`src/rtl/sram_port_arbiter.sv`:
```
`default_nettype none
// ============================================================================
// Module   : sram_port_arbiter
// Purpose  : Shares one single-port SRAM between the IF-stage fetch requester
//            and the MEM-stage load/store requester.
//            - Each access is a multi-cycle sequence: IDLE -> ACCESS -> RESP.
//            - When both requesters are pending, grants alternate between them.
//            - Drives the pipeline stall signals while a request is outstanding.
// Ports    : clk, reset (async, active-low)
//            inst_req/inst_addr   -> inst_rdata/inst_ready   fetch side
//            data_req/data_we/data_addr/data_wdata
//                                 -> data_rdata/data_ready   load/store side
//            sram_cs/sram_we/sram_addr/sram_wdata (registered), sram_rdata
//            stall_if, stall_mem  combinational stall outputs
// Revision : 1.0  initial release
// ============================================================================
module sram_port_arbiter #(
   parameter int ADDR_W        = 11,
   parameter int ACCESS_CYCLES = 2
) (
   input  logic              clk,
   input  logic              reset,
   input  logic              inst_req,
   input  logic [31:0]       inst_addr,
   output logic [31:0]       inst_rdata,
   output logic              inst_ready,
   input  logic              data_req,
   input  logic              data_we,
   input  logic [31:0]       data_addr,
   input  logic [31:0]       data_wdata,
   output logic [31:0]       data_rdata,
   output logic              data_ready,
   output logic              sram_cs,
   output logic              sram_we,
   output logic [ADDR_W-1:0] sram_addr,
   output logic [31:0]       sram_wdata,
   input  logic [31:0]       sram_rdata,
   output logic              stall_if,
   output logic              stall_mem
);

   typedef enum logic [1:0] {
      IDLE   = 2'd0,
      ACCESS = 2'd1,
      RESP   = 2'd2
   } state_t;

   localparam logic [3:0] CNT_LOAD = 4'(ACCESS_CYCLES - 1);

   state_t            state;
   state_t            next_state;
   logic [3:0]        counter;
   logic              owner;       // 1 = data requester, 0 = fetch
   logic              last_grant;  // 1 = data requester, 0 = fetch
   logic              grant_valid;
   logic              grant_data;
   logic              access_done;
   logic [ADDR_W-1:0] grant_addr;
   logic              unused_addr_bits;

   // Byte-offset bits and bits above the SRAM word range are deliberately dropped.
   assign unused_addr_bits = ^{inst_addr[31:ADDR_W+2], inst_addr[1:0],
                               data_addr[31:ADDR_W+2], data_addr[1:0]};

   assign stall_if  = inst_req & ~inst_ready;
   assign stall_mem = data_req & ~data_ready;

   // ---------------------------------------------------------------------
   // Next-state and grant decision
   // ---------------------------------------------------------------------
   always_comb begin
      next_state  = state;
      grant_valid = 1'b0;
      grant_data  = 1'b0;
      access_done = 1'b0;
      case (state)
         IDLE: begin
            if (inst_req | data_req) begin
               grant_valid = 1'b1;
               // Data wins when alone, or on a tie when fetch was served last.
               grant_data  = data_req & (~inst_req | ~last_grant);
               next_state  = ACCESS;
            end
         end
         ACCESS: begin
            if (counter == 4'd0) begin
               access_done = 1'b1;
               next_state  = RESP;
            end
         end
         RESP: begin
            next_state = IDLE;
         end
         default: begin
            next_state = IDLE;
         end
      endcase
   end

   assign grant_addr = grant_data ? data_addr[ADDR_W+1:2] : inst_addr[ADDR_W+1:2];

   // ---------------------------------------------------------------------
   // State register
   // ---------------------------------------------------------------------
   always_ff @(posedge clk or negedge reset) begin
      if (!reset) begin
         state <= IDLE;
      end else begin
         state <= next_state;
      end
   end

   // ---------------------------------------------------------------------
   // Access datapath: SRAM control registers, read capture, ready pulses
   // ---------------------------------------------------------------------
   always_ff @(posedge clk or negedge reset) begin
      if (!reset) begin
         counter    <= 4'd0;
         owner      <= 1'b0;
         last_grant <= 1'b0;
         sram_cs    <= 1'b0;
         sram_we    <= 1'b0;
         sram_addr  <= '0;
         sram_wdata <= 32'd0;
         inst_rdata <= 32'd0;
         data_rdata <= 32'd0;
         inst_ready <= 1'b0;
         data_ready <= 1'b0;
      end else begin
         // Ready pulses are exactly the RESP cycle of the current owner.
         inst_ready <= access_done & ~owner;
         data_ready <= access_done & owner;

         if (grant_valid) begin
            owner      <= grant_data;
            last_grant <= grant_data;
            sram_cs    <= 1'b1;
            sram_we    <= grant_data & data_we;
            sram_addr  <= grant_addr;
            sram_wdata <= grant_data ? data_wdata : 32'd0;
            counter    <= CNT_LOAD;
         end else if (state == ACCESS) begin
            if (access_done) begin
               sram_cs <= 1'b0;
               sram_we <= 1'b0;
               // Stores leave the read-data registers untouched.
               if (!sram_we) begin
                  if (owner) begin
                     data_rdata <= sram_rdata;
                  end else begin
                     inst_rdata <= sram_rdata;
                  end
               end
            end else begin
               counter <= counter - 4'd1;
            end
         end
      end
   end

endmodule
`default_nettype wire

```
`config.mk`:
```
export PLATFORM = sky130hd
export DESIGN_NAME = sram_port_arbiter
export DESIGN_NICKNAME = d
export VERILOG_FILES = /design/src/rtl/sram_port_arbiter.sv
export SDC_FILE = /design/constraint.sdc
export NUM_CORES = 1
export LEC_CHECK = 0
export ABC_AREA = 1
export BUFFER_PORTS_ARGS = -buffer_cell sky130_fd_sc_hd__buf_2
export CAP_MARGIN = 20
export CORE_MARGIN = 4
export CORE_UTILIZATION = 51
export CTS_BUF_LIST = sky130_fd_sc_hd__clkbuf_16
export DETAILED_ROUTE_END_ITERATION = 8
export HOLD_SLACK_MARGIN = 0.08
export PLACE_DENSITY = 0.86
export SLEW_MARGIN = 15
export SYNTH_ARGS = -nofsm -noshare
export SYNTH_HDL_FRONTEND = slang
export SYNTH_SLANG_ARGS = --single-unit
```
`constraint.sdc`:
```
create_clock -name clk -period 3.2 [get_ports clk]
set_input_delay 0.32 -clock clk [delete_from_list [all_inputs] [get_ports clk]]
set_output_delay 0.32 -clock clk [all_outputs]
set_load 0.1 [all_outputs]
```
## After elaboration in Yosys (flattened, before gate mapping)

Index checks and enable logic that the tools add are counted.

| cells by class | value |
|---|---|
| reductions and logical operators | 9 |
| mux-type cells | 18 |
| equality and inequality tests | 4 |
| add/sub/neg operators | 1 |
| bitwise operators | 14 |

Operators with widths:

| operator | number |
|---|---|
| 2-to-1 mux 32 bit | 1 |
| 2-to-1 mux 4 bit | 3 |
| 2-to-1 mux 11 bit | 1 |
| 2-to-1 mux 1 bit | 10 |
| AND reduction 5 bit | 2 |
| bitwise AND 1 bit | 6 |
| inequality test 2 bit, second input constant | 3 |
| inverter 1 bit | 6 |
| AND reduction 2 bit | 3 |
| logical NOT 4 bit | 1 |
| 2-to-1 mux 2 bit | 2 |
| case mux 2 bit (2 select lines) | 1 |
| nonzero test 2 bit | 2 |
| subtractor 4 x 1 -> 4 bit, second input constant | 1 |
| equality test 2 x 1 -> 1 bit, second input constant | 1 |
| logical NOT 2 bit | 1 |
| OR 1 bit | 2 |

| storage, ports and cells | value |
|---|---|
| bits in registers | 118 |
| input port bits | 133 |
| output and inout bits | 113 |
| word-level logic and storage cells | 57 |

## Depth between registers and ports, before layout

| depth | value |
|---|---|
| depth in word-level cells | 7 |
| gate-level depth with buffers | 8 |
| mapped depth without buffers | 7 |

## Least setup slack after synthesis

Ideal clock, no wire load.

| timing | value |
|---|---|
| path kind | register to output |
| from | register inst_ready |
| to | output stall_if |
| path buffers | 0 |
| data arrival time | 2.144 ns |
| stages on the path, launching flop included | 2 |
| setup slack | 0.736 ns |
| required time | 2.880 ns |
| path through | dfrtp_1 nor2_1 |

| on the way | value |
|---|---|
| cells in the longest elaborated chain, start to end | 2 |

RTL lines:

| what | line | text |
|---|---|---|
| from (decl) | 26 | `output logic inst_ready,` |
| from (signal assigned) | 131 | `inst_ready <= access_done & ~owner;` |
| inverter 1 bit | 65 | `assign stall_if = inst_req & ~inst_ready;` |
| bitwise AND 1 bit | 65 |  |
| to (decl) | 38 | `output logic stall_if,` |

No other way between the ends.

## Worst setup path after layout

| timing | value |
|---|---|
| from | register last_grant |
| to | register sram_addr[7] |

| on the way | value |
|---|---|
| cells in the longest elaborated chain, start to end | 6 |

RTL lines:

| what | line | text |
|---|---|---|
| from (decl) | 54 | `logic last_grant;` |
| from (signal assigned) | 136 | `last_grant <= grant_data;` |
| inverter 1 bit (no source line) | n/a |  |
| OR 1 bit | 81 | `grant_data = data_req & (~inst_req \| ~last_grant);` |
| bitwise AND 1 bit | 81 |  |
| 2-to-1 mux 1 bit | 78 | `if (inst_req \| data_req) begin` |
| 2-to-1 mux 1 bit | 76 | `case (state)` |
| 2-to-1 mux 11 bit | 100 | `assign grant_addr = grant_data ? data_addr[ADDR_W+1:2] : inst_addr[ADDR_W+1:2];` |
| to (signal assigned) | 139 | `sram_addr <= grant_addr;` |
| to (decl) | 35 | `output logic [ADDR_W-1:0] sram_addr,` |

No other way between the ends.
A chain may end at the register's enable or synchronous reset.

==> impl_metrics.py <==
metrics = {
    "logic_synthesis": {
        "synth.avg_cell_area_um2": 8.73,
        "synth_seq_cells": 118,
        "yosysSeqAreaShare_pct": 53.9,
        "synth-warning-count": 0,
        "synth_nets": 761,
        "synth_edf_count": 0,
        "synth_cell_type_count": 26,
        "synthArstFlopShare_pct": 100,
        "yosys_most_used_dff": "dfrtp_1",
        "netlist_area_mm2": 0.00548,
        "syn_inst": 627,
    },
    "drt": {
        "met1_length_mm": 5.96,
        "via_per_inst": 5.13,
        "met2_length_mm": 6.88,
        "top_layer": "met5",
        "routed_wl_mm": 14.5,
        "antenna_violating_nets_post_route": 0,
        "drt_pass1_iterations": 7,
        "via_count": 4961,
        "met3_wirelength_mm": 1.49,
        "detail_route.drc_violations": 0,
        "avgRoutedWirePerCell_um": 15.0,
        "drt-initial-drc-count": 567,
    },
    "clocking": {
        "cts.clk_slew.worst_paths_ns": 0.06,
        "cts_max_path_buffers": 2,
        "clkSinkCount": 118,
        "cts_buffers": 17,
        "clock_tree.htree_level_count": 4,
        "clock-root-buffer": "clkbuf_16",
        "cts_tree": "done",
        "ctsResizeCount": 0,
        "clk-insertion-delay-late_ns": 0.40,
    },
    "worst_hold_path": {
        "worstHoldStart": "data_wdata[27]",
        "hold_path.class": "in -> reg",
        "holdPathStages": 3,
        "hold_critical_path_endpoint": "sram_wdata[27]",
    },
    "final_layout": {
        "layout.filler_cells": 808,
        "layout-drive-gt1-share_pct": 30.8,
        "layout-area-overhead-vs-synth_pct": 31.1,
        "most_used_cells_in_the_layout_excluding_fill_and_tap_cells": "buf_2 (202), nand2_1 (176), dfrtp_1 (118), nand3_1 (103), inv_1 (83)",
        "finish.net_count": 953,
        "diodes": 0,
        "layout.cells.most_common": "buf_2",
        "instances_no_fill": 968,
    },
    "setup_path": {
        "critical_path_arrival_ns": 2.18,
        "worst_setup_path_end_kind": "register",
        "cp_max_fo": 33,
        "worst-r2r-cell-count": 4,
        "source_of_the_worst_register_to_register_timing_path": "last_grant",
        "critical_path.startpoint_type": "register",
        "critPathKind": "reg -> reg",
        "worst_r2r_dst": "sram_addr[7]",
        "worst-r2r-setup-slack_ns": 1.32,
        "timing.critical_path.required_ns": 3.51,
    },
    "placement": {
        "globalplace.congestion": 0.822,
        "place.port_buffers": 203,
        "placed_cells": 934,
        "post-dp-hpwl_mm": 9.54,
    },
    "timing": {
        "highest_clock_rate_ghz": 0.533,
        "final.setup.tns_ns": 0,
        "max_slew_margin_pct": 45.0,
        "worst_hold_slack_ns": 0.139,
        "finalMaxSlewViolations": 0,
        "tightestPinTransition_ns": 0.823,
        "timing.final.setup_violations": 0,
        "final_hold_viol_count": 0,
        "rsz0062_at_grt": "no",
        "min_period_ns": 1.88,
        "timing.clock.skew_ns": 0.00669,
        "timing.final.crit_share_pct": 58.7,
    },
    "die": {
        "core.rowCount": 37,
        "ios": 246,
        "initial_core_util_pct": 52.8,
        "die-area_mm2": 0.0125,
        "core_mm2": 0.0104,
        "floorplan.die.width_um": 112,
        "die_height_um": 112,
    },
    "global_route": {
        "overflow": 0,
        "grt_use_total_pct": 23.4,
        "first_global_vias": 4782,
        "grt_max_degree": 78,
        "grt_first_pass_wirelength_mm": 23.7,
        "grt_antenna_before_repair": 1,
    },
    "outcome": {
        "status": "finished clean",
    },
    "run": {
        "drv.max_cap_violation_count": 0,
    },
}
metrics by stage:
step                      area [µm²]  setup slack, ns  util (%)
after floorplan                 5480            0.736         -
after global placement          6490             1.28      62.6
after detailed placement        6490             1.22      62.6
after CTS                       7160             1.29      69.0
after global routing            7180             1.18      69.2
final                           7180             1.32      69.2
cells in the mapped netlist (2+ instances only):
library cell,n,area [µm²]
a21oi_1,10,50.1
buf_2,17,85.1
buf_4,7,52.6
buf_6,6,67.6
clkbuf_1,10,37.5
dfrtp_1,118,2950
inv_1,83,312
inv_2,3,11.3
nand2_1,176,661
nand3_1,103,515
nand4_2,2,25.0
nor2_1,3,11.3
nor2_4,2,22.5
nor2_8,2,40.0
o21ai_0,11,55.1
o21bai_1,64,480
cell families (layout without fill, tap and decap cells):
kind of cell               after synthesis  in the layout  synth area share [%]
DFF                                    118            118                  53.9
buffers and inverters                  126            331                  10.3
adders and majority gates                1              1                 0.228
and+or+nand+nor                        293            293                  24.2
xor gates and xnor gates                 1              1                 0.160
AOI/OAI and AO/OA                       88             88                  11.2
per-layer routing:
layer	vias up	GRT usage [%]
li1	2364	-
met1	2348	31.8
met2	233	36.6
met3	14	7.72
met4	2	5.68
met5	-	0
how the worst max path moves through the flow:
stage / start / end
6_report: last_grant / sram_addr[7]
5_1_grt: last_grant / sram_addr[4]
4_1_cts: last_grant / sram_addr[7]
3_5_place_dp: data_req / inst_rdata[6]
3_3_place_gp: data_req / inst_rdata[24]
2_1_floorplan: inst_ready / stall_if
sequential cells by signal (all words and copies together) (netlist names):
| register | flops |
|---|---|
| inst_rdata | 32 |
| inst_ready | 1 |
| data_rdata | 32 |
| sram_we | 1 |
| counter | 4 |
| sram_wdata | 32 |
| sram_cs | 1 |
| data_ready | 1 |
| sram_addr | 11 |
| last_grant | 1 |
| state | 2 |
final cells by class:
cell class | instances | area (µm²) | area share [%]
clock buffers | 17 | 425 | 5.93
clock inverters | 15 | 226 | 3.16
inverters | 86 | 323 | 4.50
multi-input cells | 383 | 1960 | 27.3
flip-flops and latches | 118 | 2950 | 41.2
well taps | 136 | 170 | 2.37
repair buffers | 213 | 1120 | 15.6
what timing repair did:
| item | CTS | global route |
|---|---|---|
| hold buffers | 1 | 0 |
| setup endpoints to repair | 0 | 0 |
| hold endpoints to repair | 41 | 0 |
| setup buffers | 0 | 0 |
critical path: stages, from the launching register on:
cell and delay (ns):
dfrtp_1 0.50, a21oi_4 0.72, buf_4 0.30, a21oi_1 0.07, o21ai_0 0.20
Power is not shown: default switching activity piles up to over one toggle a cycle in this logic, so the estimate is an artifact.
